File: src/rtl/pong_pkg.sv
// Shared Pong definitions: board defaults, direction encodings and the ball FSM states.
package pong_pkg;

  localparam int unsigned GAME_WIDTH_DEF  = 40;
  localparam int unsigned GAME_HEIGHT_DEF = 30;

  localparam logic RIGHT = 1'b0;
  localparam logic LEFT  = 1'b1;
  localparam logic UP    = 1'b1;
  localparam logic DOWN  = 1'b0;

  typedef enum logic {
    IDLE = 1'b0,
    RUN  = 1'b1
  } state_t;

endpackage

File: src/rtl/ball_motion_if.sv
// Direction inputs and position/status outputs of the ball motion block.
interface ball_motion_if #(
  parameter int unsigned X_W = 6,
  parameter int unsigned Y_W = 5
);
  logic           i_Game_Active;
  logic           i_HDir;
  logic           i_VDir;
  logic [X_W-1:0] o_Ball_X;
  logic [Y_W-1:0] o_Ball_Y;
  logic           o_Step;
  logic           o_At_HEdge;
  logic           o_At_VEdge;

  modport master (
    output i_Game_Active, i_HDir, i_VDir,
    input  o_Ball_X, o_Ball_Y, o_Step, o_At_HEdge, o_At_VEdge
  );

  modport slave (
    input  i_Game_Active, i_HDir, i_VDir,
    output o_Ball_X, o_Ball_Y, o_Step, o_At_HEdge, o_At_VEdge
  );
endinterface

File: src/rtl/step_timer.sv
// Free-running interval counter; tick_c marks the edge that completes each BALL_SPEED-clock interval.
module step_timer #(
  parameter int unsigned BALL_SPEED = 1250000
) (
  input  logic clk,
  input  logic reset,
  input  logic enable,
  output logic tick_c
);
  localparam int unsigned CNT_W = (BALL_SPEED > 1) ? $clog2(BALL_SPEED) : 1;

  logic [CNT_W-1:0] cnt;

  // Full-width compare so the terminal count is never truncated.
  assign tick_c = enable && (32'(cnt) == BALL_SPEED - 1);

  always_ff @(posedge clk) begin
    if (reset || !enable || tick_c) cnt <= '0;
    else                            cnt <= cnt + CNT_W'(1);
  end
endmodule

File: src/rtl/ball_motion.sv
// Ball position on the Pong grid: steps one tile per axis every BALL_SPEED clocks, saturating at walls.
module ball_motion
  import pong_pkg::*;
#(
  parameter int unsigned GAME_WIDTH  = GAME_WIDTH_DEF,
  parameter int unsigned GAME_HEIGHT = GAME_HEIGHT_DEF,
  parameter int unsigned BALL_SPEED  = 1250000
) (
  input logic          i_Clk,
  input logic          i_Reset,
  ball_motion_if.slave bus
);
  localparam int unsigned X_W = $clog2(GAME_WIDTH);
  localparam int unsigned Y_W = $clog2(GAME_HEIGHT);
  localparam logic [X_W-1:0] X_MAX = X_W'(GAME_WIDTH - 1);
  localparam logic [Y_W-1:0] Y_MAX = Y_W'(GAME_HEIGHT - 1);
  localparam logic [X_W-1:0] X_CTR = X_W'(GAME_WIDTH / 2);
  localparam logic [Y_W-1:0] Y_CTR = Y_W'(GAME_HEIGHT / 2);

  state_t         state, state_nxt;
  logic [X_W-1:0] x, x_nxt;
  logic [Y_W-1:0] y, y_nxt;
  logic           step, step_nxt;
  logic           hedge, vedge;
  logic           run_c;
  logic           tick_c;

  assign run_c = (state == RUN) && bus.i_Game_Active;

  step_timer #(.BALL_SPEED(BALL_SPEED)) u_timer (
    .clk   (i_Clk),
    .reset (i_Reset),
    .enable(run_c),
    .tick_c(tick_c)
  );

  always_ff @(posedge i_Clk) begin
    if (i_Reset) begin
      state <= IDLE;
      x     <= X_CTR;
      y     <= Y_CTR;
      step  <= 1'b0;
      hedge <= (X_CTR == '0) || (X_CTR == X_MAX);
      vedge <= (Y_CTR == '0) || (Y_CTR == Y_MAX);
    end else begin
      state <= state_nxt;
      x     <= x_nxt;
      y     <= y_nxt;
      step  <= step_nxt;
      hedge <= (x_nxt == '0) || (x_nxt == X_MAX);
      vedge <= (y_nxt == '0) || (y_nxt == Y_MAX);
    end
  end

  // Dropping Game_Active parks the ball and takes priority over a coincident step.
  always_comb begin
    state_nxt = state;
    x_nxt     = x;
    y_nxt     = y;
    step_nxt  = 1'b0;
    case (state)
      IDLE: begin
        x_nxt = X_CTR;
        y_nxt = Y_CTR;
        if (bus.i_Game_Active) state_nxt = RUN;
      end
      RUN: begin
        if (!bus.i_Game_Active) begin
          state_nxt = IDLE;
          x_nxt     = X_CTR;
          y_nxt     = Y_CTR;
        end else if (tick_c) begin
          step_nxt = 1'b1;
          if (bus.i_HDir == RIGHT && x < X_MAX)      x_nxt = x + X_W'(1);
          else if (bus.i_HDir == LEFT && x != '0)    x_nxt = x - X_W'(1);
          if (bus.i_VDir == UP && y != '0)           y_nxt = y - Y_W'(1);
          else if (bus.i_VDir == DOWN && y < Y_MAX)  y_nxt = y + Y_W'(1);
        end
      end
      default: state_nxt = IDLE;
    endcase
  end

  assign bus.o_Ball_X   = x;
  assign bus.o_Ball_Y   = y;
  assign bus.o_Step     = step;
  assign bus.o_At_HEdge = hedge;
  assign bus.o_At_VEdge = vedge;
endmodule

File: src/flat_wrapper.sv
// flat-port wrapper written by rule: the top's interface ports become plain ports
module ball_motion_flat import pong_pkg::*;
#(
  parameter int unsigned GAME_WIDTH  = GAME_WIDTH_DEF,
  parameter int unsigned GAME_HEIGHT = GAME_HEIGHT_DEF,
  parameter int unsigned BALL_SPEED  = 1250000
)
  (i_Clk, i_Reset, bus_i_Game_Active, bus_i_HDir, bus_i_VDir, bus_o_Ball_X, bus_o_Ball_Y, bus_o_Step, bus_o_At_HEdge, bus_o_At_VEdge);
  ball_motion_if #(.X_W(6), .Y_W(5)) bus_i ();
  input logic i_Clk;
  input logic i_Reset;
  input wire logic [$bits(bus_i.i_Game_Active)-1:0] bus_i_Game_Active;
  input wire logic [$bits(bus_i.i_HDir)-1:0] bus_i_HDir;
  input wire logic [$bits(bus_i.i_VDir)-1:0] bus_i_VDir;
  output wire logic [$bits(bus_i.o_Ball_X)-1:0] bus_o_Ball_X;
  output wire logic [$bits(bus_i.o_Ball_Y)-1:0] bus_o_Ball_Y;
  output wire logic [$bits(bus_i.o_Step)-1:0] bus_o_Step;
  output wire logic [$bits(bus_i.o_At_HEdge)-1:0] bus_o_At_HEdge;
  output wire logic [$bits(bus_i.o_At_VEdge)-1:0] bus_o_At_VEdge;
  assign bus_i.i_Game_Active = bus_i_Game_Active;
  assign bus_i.i_HDir = bus_i_HDir;
  assign bus_i.i_VDir = bus_i_VDir;
  assign bus_o_Ball_X = bus_i.o_Ball_X;
  assign bus_o_Ball_Y = bus_i.o_Ball_Y;
  assign bus_o_Step = bus_i.o_Step;
  assign bus_o_At_HEdge = bus_i.o_At_HEdge;
  assign bus_o_At_VEdge = bus_i.o_At_VEdge;
  ball_motion #(.GAME_WIDTH(GAME_WIDTH), .GAME_HEIGHT(GAME_HEIGHT), .BALL_SPEED(BALL_SPEED)) u_core (.i_Clk(i_Clk), .i_Reset(i_Reset), .bus(bus_i));
endmodule
File: config.mk
export PLATFORM = sky130hd
export DESIGN_NAME = ball_motion_flat
export DESIGN_NICKNAME = d
export VERILOG_FILES = /design/src/rtl/pong_pkg.sv /design/src/rtl/ball_motion_if.sv /design/src/rtl/step_timer.sv /design/src/rtl/ball_motion.sv /design/src/flat_wrapper.sv
export SDC_FILE = /design/constraint.sdc
export NUM_CORES = 1
export LEC_CHECK = 0
export CAP_MARGIN = 20
export CORE_ASPECT_RATIO = 0.8
export CORE_MARGIN = 4
export CORE_UTILIZATION = 23
export CTS_BUF_LIST = sky130_fd_sc_hd__clkbuf_16
export DETAILED_ROUTE_END_ITERATION = 6
export GPL_TIMING_DRIVEN = 0
export SLEW_MARGIN = 10
export SYNTH_ARGS = -nofsm -noshare
export SYNTH_HDL_FRONTEND = slang
export SYNTH_SLANG_ARGS = --single-unit
export TNS_END_PERCENT = 20
File: constraint.sdc
create_clock -name i_Clk -period 6.4 [get_ports i_Clk]
set_clock_uncertainty 0.05 [all_clocks]
set_input_delay 1.28 -clock i_Clk [delete_from_list [all_inputs] [get_ports i_Clk]]
set_output_delay 1.28 -clock i_Clk [all_outputs]
set_load 0.03 [all_outputs]
=== Word level (Yosys, flattened, before mapping) ===
Index checks and enable logic that the tools add are counted.

* Bits in registers: 36
* Input port bits: 5
* Output and inout port bits: 14

* Bitwise operators: 4
* Magnitude comparators: 2
* Multiplexer cells: 12
* Add/subtract/negate cells: 5
* Equality and inequality tests: 3
* Reductions and logical operators: 16

{| class="wikitable"
|+ Operators with widths
! cell !! number
|-
| $mux 6 || 4
|-
| $add 21x1->21 const B || 1
|-
| $eq 21x21->1 const B || 1
|-
| $mux 5 || 4
|-
| $pmux 6 s2 || 1
|-
| $pmux 5 s2 || 1
|-
| $add 6x1->6 const B || 1
|-
| $eq 6x6->1 const B || 1
|-
| $logic_and 1x1->1 || 6
|-
| $logic_not 6->1 || 1
|-
| $lt 6x6->1 const B || 1
|-
| $reduce_bool 6->1 || 1
|-
| $sub 6x1->6 const B || 1
|-
| $add 5x1->5 const B || 1
|-
| $eq 5x5->1 const B || 1
|-
| $logic_not 5->1 || 1
|-
| $lt 5x5->1 const B || 1
|-
| $reduce_bool 5->1 || 1
|-
| $sub 5x1->5 const B || 1
|-
| $logic_or 1x1->1 || 4
|-
| $not 1->1 || 4
|-
| $reduce_or 3->1 || 1
|-
| $mux 1 || 2
|-
| $logic_not 1->1 || 1
|}

=== Logic depth before layout (Yosys ltp) ===
Gate-level depths: netlist (run 1).

* Depth in word-level cells: 9
* Mapped depth: 9

=== Hierarchy ===
Synthesis (run 1) repeated with hierarchy kept, for this count alone.

* Cell total of the unflattened synthesis: 237
* Area, all modules: 2013.2 um2

{| class="wikitable"
|+ Modules (own cells, without submodules)
! module !! area each (um2) !! times used !! cells an instance
|-
| step_timer || 1044.8 || 1 || 117
|-
| ball_motion || 968.4 || 1 || 120
|}

=== Worst setup path after synthesis (run 1) ===
No wires, ideal clock.

* Path kind: input-to-reg
* Start point: input bus_i_HDir
* End point: register u_core.hedge, in the netlist u_core.bus.o_At_HEdge
* Cell stages on the path: 7
* Path buffers: 1
* Setup slack: 3.403 ns
* Data arrival time: 2.829 ns
* Path through: buf_4 or4b_4 o22ai_2 nor3_2 a211o_1 and4b_1 o2111a_1

* Longest elaborated chain between the ends: 8
* Elaborated cells on any way between the ends: 11
* Those cells by class: eq/ne (1); mux (5); bitwise (1); reduce/logical (4)

{| class="wikitable"
|+ Ends and longest elaborated chain
! element !! RTL line !! RTL
|-
| from (decl) || flat_wrapper.sv:13 || <nowiki>input wire logic [$bits(bus_i.i_HDir)-1:0] bus_i_HDir;</nowiki>
|-
| $logic_and 1x1->1 / $not 1->1 (equally long branches) || ball_motion.sv:75, ball_motion.sv:74 ||
|-
| $mux 6 / $logic_and 1x1->1 (equally long branches) || ball_motion.sv:75, ball_motion.sv:74 ||
|-
| $mux 6 * || ball_motion.sv:74 || <nowiki>if (bus.i_HDir == RIGHT && x < X_MAX) x_nxt = x + X_W'(1);</nowiki>
|-
| $mux 6 * || ball_motion.sv:72 || <nowiki>end else if (tick_c) begin</nowiki>
|-
| $mux 6 * || ball_motion.sv:68 || <nowiki>if (!bus.i_Game_Active) begin</nowiki>
|-
| $pmux 6 s2 * || ball_motion.sv:61 || <nowiki>case (state)</nowiki>
|-
| $eq 6x6->1 / $logic_not 6->1 (equally long branches) || ball_motion.sv:50 || <nowiki>hedge <= (x_nxt == '0) || (x_nxt == X_MAX);</nowiki>
|-
| $logic_or 1x1->1 * || ball_motion.sv:50 ||
|-
| to (signal assigned) || ball_motion.sv:43 || <nowiki>hedge <= (X_CTR == '0) || (X_CTR == X_MAX);</nowiki>
|-
| to (signal assigned) || ball_motion.sv:50 ||
|-
| to (decl) || ball_motion.sv:24 || <nowiki>logic hedge, vedge;</nowiki>
|}

Mark *: on every way between the ends. The rest lies on a longest branch, timed or not.
A chain may end at the register's enable or synchronous reset.

=== Final worst setup path (run 1) ===
* Start point: input bus_i_Game_Active
* End point: register u_core.hedge, in the netlist u_core.bus.o_At_HEdge

* Longest elaborated chain between the ends: 7
* Elaborated cells on any way between the ends: 8
* Those cells by class: eq/ne (1); mux (3); reduce/logical (4)

{| class="wikitable"
|+ Ends and longest elaborated chain
! element !! RTL line !! RTL
|-
| from (decl) || flat_wrapper.sv:12 || <nowiki>input wire logic [$bits(bus_i.i_Game_Active)-1:0] bus_i_Game_Active;</nowiki>
|-
| $logic_and 1x1->1 || ball_motion.sv:28 || <nowiki>assign run_c = (state == RUN) && bus.i_Game_Active;</nowiki>
|-
| $logic_and 1x1->1 || step_timer.sv:15 || <nowiki>assign tick_c = enable && (32'(cnt) == BALL_SPEED - 1);</nowiki>
|-
| $mux 6 || ball_motion.sv:72 ||
|-
| $mux 6 * || ball_motion.sv:68 ||
|-
| $pmux 6 s2 * || ball_motion.sv:61 ||
|-
| $eq 6x6->1 / $logic_not 6->1 (equally long branches) || ball_motion.sv:50 ||
|-
| $logic_or 1x1->1 * || ball_motion.sv:50 ||
|}

Marks and branches as above.

==> out/qor.yml, run 1 <==
floorplanning:
  initial_core_utilization_pct: 23.9
  placeableCoreArea_sq_um: 8630
  dieWidth_um: 114
  std_cell_rows: 30
  floorplan.io_pins: 19
  die_height_um: 92.8
  overall_die_area_sq_um: 10600
routing:
  drt-pass1-iter-count: 4
  drt_iter0_markers: 126
  post_drt_wl_per_cell_um: 12.5
  vias: 1779
  drc: 0
  detail-route-antenna-nets: 0
  routed_wl_mm: 4.71
  detail_route.vias_per_cell: 4.72
worst_setup_path:
  critical_path_capture_point_type: "flip-flop"
  worstPathMaxFanout: 9
  critical_path.reg2reg.startpoint: "u_core.bus.o_Ball_X[0]$_SDFF_PP0_"
  cp-start-kind: "primary input"
  worst_reg2reg_setup_slack_ns: 3.83
  cp_data_arrival_time_ns: 3.51
  r2r_end: "u_core.bus.o_At_HEdge$_SDFF_PP0_"
  r2r.worst_path.cells: 9
  worst-endpoint-required_ns: 6.52
  worstSetupPathType: "primary input to flip-flop"
run_status:
  run_status: "completed"
cts:
  postCtsHoldBufs: 0
  ctsHtreeMaxLevel: 2
  number_of_buffers_inserted_during_clock_tree_synthesis: 5
  cts-root-buf: "clkbuf_16"
  clock_tree_from_tritoncts: "built"
  cts.sink_count: 36
  clock_insertion_delay_worst_skew_ns: 0.28
  clock_pin_slew_on_the_worst_setup_and_hold_paths_ns: 0.05
  postCtsSetupRepairBufs: 0
  cts_repair_resize_count: 0
  clock_path_buffers: 2
min_path:
  hold_path_depth: 1
  hold_path.class: "flip-flop to flip-flop"
  worst_hold_path.endpoint: "u_core.u_timer.cnt[0]$_SDFF_PP0_"
  worst_hold_startpoint: "u_core.u_timer.cnt[0]$_SDFF_PP0_"
synthesis:
  synth-seq-cells: 36
  dominantRegCellSynth: "dfxtp_1"
  yosysWarnings: 0
  syn-cell-area_sq_um: 2070
  synth_enable_flop_cells: 0
  postSynthCellCount: 241
  postSynth.asyncResetShare_pct: 0
  avgSynthCellArea_sq_um: 8.58
  syn-num-nets: 252
  number_of_distinct_standard_cells_referenced_by_the_synthesized_netlist: 54
  synth-seq-area-share_pct: 34.9
timing:
  hold_viol_final: 0
  setup_total_negative_slack_ns: 0
  min_period_over_period_pct: 53.1
  drv_slew: 0
  worstMarginPinSlew_ns: 0.560
  maximum_frequency_from_static_timing_analysis_mhz: 294
  finalCriticalPeriod_ns: 3.40
  maxSlewHeadroom_pct: 62.6
  grt_setup_unrepaired: "false"
  setup-violations-final: 0
power_and_ir_drop:
  power.share.combinational_pct: 2.5
  p_int_mw: 0.371
  sw_frac_of_total_pct: 20.7
  total_switching_power_mw: 0.0965
  power.static_leakage_nw: 0.847
  ir_worst_vdd_uv: 88.7
  fin_total_pwr_mw: 0.467
  powerDensity_nw_per_um2: 186
  pwr-share-clk_pct: 49.3
  p_seq_share_pct: 48.1
global_routing:
  grt_start_max_net_pins: 12
  gr-usage-met1_pct: 13.1
  grt.met3_usage_pct: 3.00
  grt.overflow.total: 0
  grtUsageMet2_pct: 12.3
  global_route.usage.total_pct: 9.12
  grt_first_pass_wirelength_mm: 7.74
  antenna_violations_before_repair: 0
  grt.busiest_layer: "met1"
  grt_pass1_vias: 1582
placement:
  detailedPlacementHpwl_mm: 3.45
  globalplace.congestion: 0.790
  placement.io_buffers: 16
cells_and_area:
  design.final.nets: 275
  fin_util_pct: 29.0
  antenna_cells: 0
  syn_to_final_growth_pct: 21.3
  layout_cells_sized_above_1_pct: 7.55
flow_run:
  maxCapViolations: 0
==> registers in the layout, summed over array words and instances, names as in the netlist <==
signal and flops:
u_core.u_timer.cnt 21, u_core.bus.o_At_VEdge 1, u_core.bus.o_Ball_X 6, u_core.state 1, u_core.bus.o_Step 1, u_core.bus.o_At_HEdge 1
u_core.bus.o_Ball_Y 5
==> cells in the final DEF, fill, tap and decap left out, types with 4 or more instances in the layout <==
cell             instances
nand2b_1                 6
xor2_1                  14
nor3_1                   5
clkbuf_16                5
ha_1                     6
nor2_1                  36
clkbuf_1                 7
xnor2_1                 10
and3_1                   6
inv_1                    9
and4_1                   4
a211oi_1                 6
a21oi_1                  4
clkdlybuf4s50_1         16
dfxtp_1                 36
nand3_1                  9
o31a_1                   4
nand2_1                 22
==> per-layer routing <==
layer  vias to the layer above  wire length (um)
met5                         -                 0
met4                         0                74
met3                         5               248
met2                        43              1860
met1                       813              2520
li1                        918                 -
==> cells in the mapped netlist (2+ instances only) <==
library cell	count	area share, %
o211ai_1	2	0.73
dfxtp_1	36	35
nand3_1	9	2.2
or2_2	3	0.91
nor3_1	5	1.2
a211o_1	3	1.3
a211oi_1	6	2.2
o311ai_0	2	0.85
xor2_1	14	5.9
and4_1	4	1.7
and4bb_2	3	1.8
ha_1	6	3.6
nand2b_1	6	1.8
inv_1	8	1.5
nor4_1	3	0.91
o31a_1	4	1.7
nor2b_1	3	0.91
nor2_1	36	6.5
mux2i_1	2	0.97
and4b_1	2	0.97
a2111o_1	2	1.1
xnor2_1	10	4.2
a21oi_1	4	0.97
nand2_1	22	4.0
clkbuf_1	7	1.3
a32oi_1	2	0.85
o21ai_0	3	0.73
and3_1	6	1.8
nand4_1	3	0.91
==> through the flow <==
step	setup slack [ns]	cells	hold slack, ns	area, sq um
global route	2.84	377	0.437	2510
finish	3.00	377	0.389	2510
detailed placement	2.73	369	0.382	2370
floorplan	3.40	241	0.363	2070
CTS	3.01	377	0.391	2510
global placement	2.76	369	0.381	2370
==> power groups by stage <==
stage,sequential (mW),combinational (mW),clock (mW)
floorplan,0.230,0.00792,0
global placement,0.230,0.0117,0
detailed placement,0.230,0.0119,0
CTS,0.225,0.0119,0.237
global route,0.225,0.0134,0.246
finish,0.225,0.0119,0.230
==> worst max path at each step <==
| stage | from | end | cells past startpoint | slack, ns |
|---|---|---|---|---|
| 3_3_place_gp | bus_i_Game_Active | u_core.bus.o_At_HEdge$_SDFF_PP0_ | 8 | 2.76 |
| 2_1_floorplan | bus_i_HDir | u_core.bus.o_At_HEdge$_SDFF_PP0_ | 7 | 3.40 |
| 4_1_cts | bus_i_Game_Active | u_core.bus.o_At_HEdge$_SDFF_PP0_ | 8 | 3.01 |
| 3_5_place_dp | bus_i_Game_Active | u_core.bus.o_At_HEdge$_SDFF_PP0_ | 8 | 2.73 |
| 5_1_grt | bus_i_Game_Active | u_core.bus.o_At_HEdge$_SDFF_PP0_ | 8 | 2.84 |
| 6_report | bus_i_Game_Active | u_core.bus.o_At_HEdge$_SDFF_PP0_ | 8 | 3.00 |
==> critical path, cell delays in order <==
cell	delay, ns
clkdlybuf4s50_1	0.50
nand2_1	0.16
or2_2	0.32
buf_2	0.18
nor3_2	0.38
nand4_1	0.21
and4b_1	0.23
o2111a_1	0.25
==> cell type report <==
class	count	area, sq um
sequential	36	721
multi-input combinational	188	1280
fill	909	6130
inverter	8	30.0
buffer	9	38.8
clock buffer	5	125
clock inverter	3	15.0
tap	112	140
timing repair buffer	16	160
==> logic make-up (layout without fill, tap and decap cells) <==
| kind of cell | after synthesis | in the layout | synth area share [%] |
|---|---|---|---|
| xor gates and xnor gates | 24 | 24 | 10.2 |
| muxes | 2 | 2 | 0.969 |
| DFF | 36 | 36 | 34.9 |
| AOI/OAI and AO/OA | 41 | 41 | 15.9 |
| adders and majority gates | 6 | 6 | 3.63 |
| buffers and inverters | 17 | 41 | 3.33 |
| and+or+nand+nor | 115 | 115 | 31.1 |
Note: power is estimated with default switching activity, not from simulation.
==> run 2, diff against run 1 <==
==> constraint.sdc (replaced) <==
create_clock -name i_Clk -period 2.92 [get_ports i_Clk]
set_clock_uncertainty 0.05 [all_clocks]
set_input_delay 0.584 -clock i_Clk [delete_from_list [all_inputs] [get_ports i_Clk]]
set_output_delay 0.584 -clock i_Clk [all_outputs]
set_load 0.03 [all_outputs]
==> results of run 2 <==
The final DEF is identical to that of run 1. Status: completed.
Main changes from that run: setup slack after placement 2.73 ns -> -0.0506 ns; setup slack after layout 3.00 ns -> 0.219 ns; register-to-register setup slack 3.83 ns -> 0.35 ns; total power 0.467 mW -> 1.02 mW; worst IR drop on VDD 88.7 uV -> 194 uV
